### src/rtl/video_ts_dram_arb_pkg.sv
// Shared video definitions for the TS DRAM read-channel arbiter.
// Owner encodings, FSM states, burst default and DRAM address width.
package video_ts_dram_arb_pkg;

    localparam int VID_AW    = 21;
    localparam int BURST_DEF = 8;

    localparam logic [1:0] OWN_NONE = 2'b00;
    localparam logic [1:0] OWN_TM   = 2'b01;
    localparam logic [1:0] OWN_GFX  = 2'b10;

    // State codes equal the owner codes so owner can mirror state.
    typedef enum logic [1:0] {
        ST_IDLE = 2'b00,
        ST_TM   = 2'b01,
        ST_GFX  = 2'b10
    } arb_state_e;

endpackage

### src/rtl/video_ts_dram_arb.sv
// TS video DRAM read-channel arbiter: tilemap prefetch vs renderer fetch.
// Burst-locked round-robin, TM urgency override, per-line word budget.
module video_ts_dram_arb
    import video_ts_dram_arb_pkg::*;
#(
    parameter int BURST = BURST_DEF,
    parameter int BW    = 10
) (
    input  logic              clk,
    input  logic              rst_n,
    input  logic              line_start,
    input  logic [BW-1:0]     words_max,
    input  logic              tm_urgent,
    input  logic              tm_req,
    input  logic [VID_AW-1:0] tm_addr,
    output logic              tm_next,
    input  logic              gfx_req,
    input  logic [VID_AW-1:0] gfx_addr,
    output logic              gfx_next,
    output logic              mem_req,
    output logic [VID_AW-1:0] mem_addr,
    input  logic              mem_next,
    output logic [1:0]        owner,
    output logic [BW-1:0]     words_used,
    output logic              budget_hit
);

    localparam int CW = (BURST > 1) ? $clog2(BURST) : 1;

    arb_state_e    state_q;
    arb_state_e    state_d;
    arb_state_e    win;
    logic [1:0]    last_q;
    logic [1:0]    tie_last;
    logic [CW-1:0] burst_q;
    logic [BW-1:0] used_q;
    logic [BW-1:0] budget_q;
    logic [BW:0]   used_inc;
    logic          hit_q;
    logic          own_req;
    logic          burst_end;
    logic          rearb;

    function automatic arb_state_e arb(
        input logic       urg,
        input logic       tm_r,
        input logic       gfx_r,
        input logic [1:0] last
    );
        if (urg && tm_r)
            return ST_TM;
        if (tm_r && gfx_r)
            return (last == OWN_TM) ? ST_GFX : ST_TM;
        if (tm_r)
            return ST_TM;
        if (gfx_r)
            return ST_GFX;
        return ST_IDLE;
    endfunction

    assign used_inc = {1'b0, used_q} + (BW+1)'(1);

    // Grant decision: the tie breaks against the outgoing owner.
    always_comb begin
        own_req   = (state_q == ST_TM  && tm_req)
                 || (state_q == ST_GFX && gfx_req);
        burst_end = mem_next && (burst_q == CW'(BURST - 1));
        rearb     = (state_q != ST_IDLE)
                 && (!own_req || burst_end);
        tie_last  = (state_q == ST_IDLE) ? last_q : state_q;
        win       = arb(tm_urgent, tm_req, gfx_req, tie_last);
        state_d   = state_q;
        if (state_q == ST_IDLE || rearb)
            state_d = win;
        if (line_start)
            state_d = ST_IDLE;
    end

    // Route address and word strobes to the current owner only.
    always_comb begin
        mem_addr = '0;
        tm_next  = 1'b0;
        gfx_next = 1'b0;
        unique case (state_q)
            ST_TM: begin
                mem_addr = tm_addr;
                tm_next  = mem_next;
            end
            ST_GFX: begin
                mem_addr = gfx_addr;
                gfx_next = mem_next;
            end
            default: ;
        endcase
    end

    assign mem_req    = own_req && !hit_q;
    assign owner      = state_q;
    assign words_used = used_q;
    assign budget_hit = hit_q;

    // Ownership state, burst word count and round-robin history.
    always_ff @(posedge clk or negedge rst_n) begin
        if (!rst_n) begin
            state_q <= ST_IDLE;
            last_q  <= OWN_GFX;
            burst_q <= '0;
        end else begin
            state_q <= state_d;
            if (line_start) begin
                burst_q <= '0;
            end else if (rearb) begin
                burst_q <= '0;
                last_q  <= state_q;
            end else if (mem_next && state_q != ST_IDLE) begin
                burst_q <= burst_q + CW'(1);
            end
        end
    end

    // Per-line budget: saturating word count and sticky limit flag.
    always_ff @(posedge clk or negedge rst_n) begin
        if (!rst_n) begin
            used_q   <= '0;
            budget_q <= '0;
            hit_q    <= 1'b0;
        end else if (line_start) begin
            used_q   <= '0;
            budget_q <= words_max;
            hit_q    <= 1'b0;
        end else begin
            if (mem_next && used_q != '1)
                used_q <= used_q + BW'(1);
            if (mem_next && used_inc == {1'b0, budget_q})
                hit_q <= 1'b1;
            if (budget_q == '0)
                hit_q <= 1'b1;
        end
    end

endmodule

### config.mk
export PLATFORM = sky130hd
export DESIGN_NAME = video_ts_dram_arb
export DESIGN_NICKNAME = d
export VERILOG_FILES = /design/src/rtl/video_ts_dram_arb_pkg.sv /design/src/rtl/video_ts_dram_arb.sv
export SDC_FILE = /design/constraint.sdc
export NUM_CORES = 1
export LEC_CHECK = 0
export BUFFER_PORTS_ARGS = -buffer_cell sky130_fd_sc_hd__buf_2
export CORE_ASPECT_RATIO = 0.5
export CORE_MARGIN = 1
export CORE_UTILIZATION = 51
export CTS_BUF_LIST = sky130_fd_sc_hd__clkbuf_16
export DETAILED_ROUTE_END_ITERATION = 12
export GPL_TIMING_DRIVEN = 0
export MAX_ROUTING_LAYER = met4
export PLACE_DENSITY = 0.84
export SLEW_MARGIN = 15
export SYNTH_ARGS = -nofsm -noshare
export SYNTH_HDL_FRONTEND = slang
export SYNTH_SLANG_ARGS = --single-unit
### constraint.sdc
create_clock -name clk -period 5.3 [get_ports clk]
set_input_delay 0 -clock clk [delete_from_list [all_inputs] [get_ports clk]]
set_output_delay 0 -clock clk [all_outputs]
set_load 0.01 [all_outputs]
==> qor.yml <==
grt_antenna_before_repair: 0
synth_top_cells_by_count: "dfrtp_1 (27), a22oi_1 (25), nor2b_1 (22), nor2_1 (17), xor2_1 (14)"
synth_edf_count: 0
ys_ff_latch: 28
synth_top_family_by_area: "simple AND/OR/NAND/NOR gates"
p_clk_share_pct: 31.3
grt_pass1_wl_mm: 8.43
antenna_cells: 0
cp-end-kind: "register"
synth.distinct_cells: 48
synth_most_common_cell: "dfrtp_1"
grt-ovfl-total: 0
synth_compound_area_share_pct: 17.5
ys_seq_area_share_pct: 34.2
period_minus_slack_ns: 1.97
syn_to_final_growth_pct: 35.2
status: "finished, final reports clean"
hp-class: "primary input to register"
timing.fmax_ghz: 0.508
stdcell_count: 375
wl_per_cell_um: 14.4
p_int_w: 0.000397
ios: 96
synth.area.mux_share_pct: 7.49
placed_cell_area_mm2: 0.00259
grt_max_degree: 29
cp_slowest_cell: "dfrtp_1"
hold_violations: 0
syn_area_mm2: 0.00205
required_ns: 5.44
clockBufferDepth: 2
synth_cells: 215
p_leak_nw: 1.34
core_mm2: 0.00364
ys.flop_type: "dfrtp_1"
ant_nets: 0
critical_path_arrival_ns: 2.11
p_sw_share_pct: 26.9
path_cells: "ha_1, and3_1, buf_2, a41oi_4, nand4_1, xor2_1, nor2_1"
clk_latency_ns: 0.26
drc: 0
critical_path.top_delay_family: "flip-flops"
dpl.hpwl_mm: 4.04
first_pass_iters: 4
die_area_mm2: 0.00430
worst_slew_pin_slew_ns: 0.622
finalCritPeriodShare_pct: 37.2
synthAdderAreaFrac_pct: 3.65
synth_async_sr_flop_share_pct: 100
pwr-share-comb_pct: 24.1
syn-num-nets: 280
maxSlewHeadroom_pct: 58.5
cts_resized: 0
rsz0062_at_grt: "no"
clk_pin_slew_ns: 0.07
post-route-cell-area_mm2: 0.00278
drv_cap: 0
p_seq_share_pct: 44.6
yosysTopAreaCell: "dfrtp_1"
initial_utilization_pct: 56.4
rows: 15
finalNetCount: 390
cts_buffers: 3
clock-sinks: 28
totalPowerFinal_w: 0.000544
tns_ns: 0
drt_wl_total_mm: 5.40
postCtsSetupRepairBufs: 0
die_h_um: 46.9
avgSynthCellArea_um2: 9.56
vias: 2045
synth-xor-area-share_pct: 8.10
finalSetupViolCount: 0
synth_top_area_share_pct: 32.9
dpl.cell_count: 360
path_class: "register to register"
max_stage_delay_ns: 0.45
drive_gt1_share_pct: 38.9
switchingPower_w: 0.000146
startpoint_type: "register"
synth_simple_gate_area_share_pct: 22.0
synth_area_leaders: "dfrtp_1 (33%), a22oi_1 (9.1%), nor2b_1 (6.7%)"
critical_path_buf_inv_count: 1
cts_tree: "done"
portBuffers: 94
drtIter0Drc: 90
vias_per_cell: 5.45
yosys_warnings: 0
ir_drop_v: 0.000250
slew_violations: 0
power.density_mw_per_mm2: 196
root_buffer: "clkbuf_16"
htree_levels: 1
hold_buffers: 11
grt_pass1_vias: 1906
grt_usage_pct: 26.4
fillerInstances: 262
clock_skew_ns: 0.00507
routabilityCongestion: 0.823
worstPathMaxFanout: 8
die_width_um: 91.8
hold_ws_ns: 0.0107
[metal layers]
| metal | share of wire [%] | track usage [%] | vias up |
|---|---|---|---|
| met5 | 0 | - | - |
| met4 | 1.3 | 8.44 | 0 |
| met3 | 6.3 | 4.53 | 7 |
| met2 | 50 | 50.4 | 81 |
| met1 | 42 | 29.8 | 963 |
| li1 | - | - | 994 |
[final cells by class]
type | count | area, um^2 | share of cell area (%)
Inverter | 5 | 18.8 | 0.676
Clock inverter | 1 | 3.75 | 0.135
Tap cell | 51 | 63.8 | 2.30
Multi-Input combinational cell | 165 | 1210 | 43.5
Sequential cell | 28 | 702 | 25.3
Buffer | 17 | 125 | 4.50
Timing Repair Buffer | 105 | 581 | 20.9
Clock buffer | 3 | 75.1 | 2.70
[cell families (layout without fill, tap and decap cells)]
family,Yosys count,in the layout
AOI/OAI and AO/OA,47,47
buffers and inverters,22,131
DFF,28,28
muxes,14,14
adders and majority gates,6,6
and+or+nand+nor,79,79
xor gates and xnor gates,19,19
[through the flow]
stage               util, %  worst slack, ns
floorplan                 -             3.51
global placement       71.1             3.41
detailed placement     71.1             3.36
CTS                    76.3             3.36
global route           76.3             3.22
finish                 76.3             3.33
[worst reg2reg max path, cell delays in order, from the launching register on]
cell	delay (ns)
dfrtp_1	0.45
ha_1	0.27
and3_1	0.19
buf_2	0.16
a41oi_4	0.38
nand4_1	0.18
xor2_1	0.17
nor2_1	0.06
[cell usage in the layout, fill, tap and decap left out, types with 2 or more instances in the layout]
cell type,count
dlygate4sd3_1,11
buf_2,97
a31oi_1,2
nor2b_1,22
and3_1,3
mux2i_1,3
nand4_1,3
o21ai_0,3
clkbuf_1,7
o211ai_1,2
inv_1,4
mux2_2,11
and2_1,2
a22oi_1,25
a22o_1,2
nand2_1,7
nand3_1,7
ha_1,6
xnor2_1,5
nand2b_1,4
buf_6,5
dfrtp_1,27
a21oi_1,6
nor4_1,2
clkbuf_16,3
xor2_1,14
nor2_1,17
[power groups by stage]
stage	sequential (W)	combinational, W	clock (W)
5_1_grt	0.000244	0.000146	0.000183
4_1_cts	0.000242	0.000131	0.000176
2_1_floorplan	0.000243	0.0000751	0
3_5_place_dp	0.000246	0.000124	0
6_report	0.000242	0.000131	0.000170
3_3_place_gp	0.000245	0.000120	0
[sequential cells by signal, summed over array words and instances (netlist names)]
register,cells
budget_q,10
words_used,10
burst_q,3
last_q,2
owner,2
budget_hit,1
[path summary, 6_finish.rpt]
kind	from	to	slack, ns	cells past startpoint
hold / removal	gfx_req	owner[1]	0.01	3
setup reg to reg	words_used[0]	words_used[9]	3.33	7
max in group asynchronous	rst_n	budget_hit	4.61	2
hold reg to reg	last_q[1]	last_q[1]	0.49	2
setup / recovery	words_used[0]	words_used[9]	3.33	7
min in group asynchronous	rst_n	words_used[5]	0.29	2
Note: power is estimated with default switching activity, not from simulation.
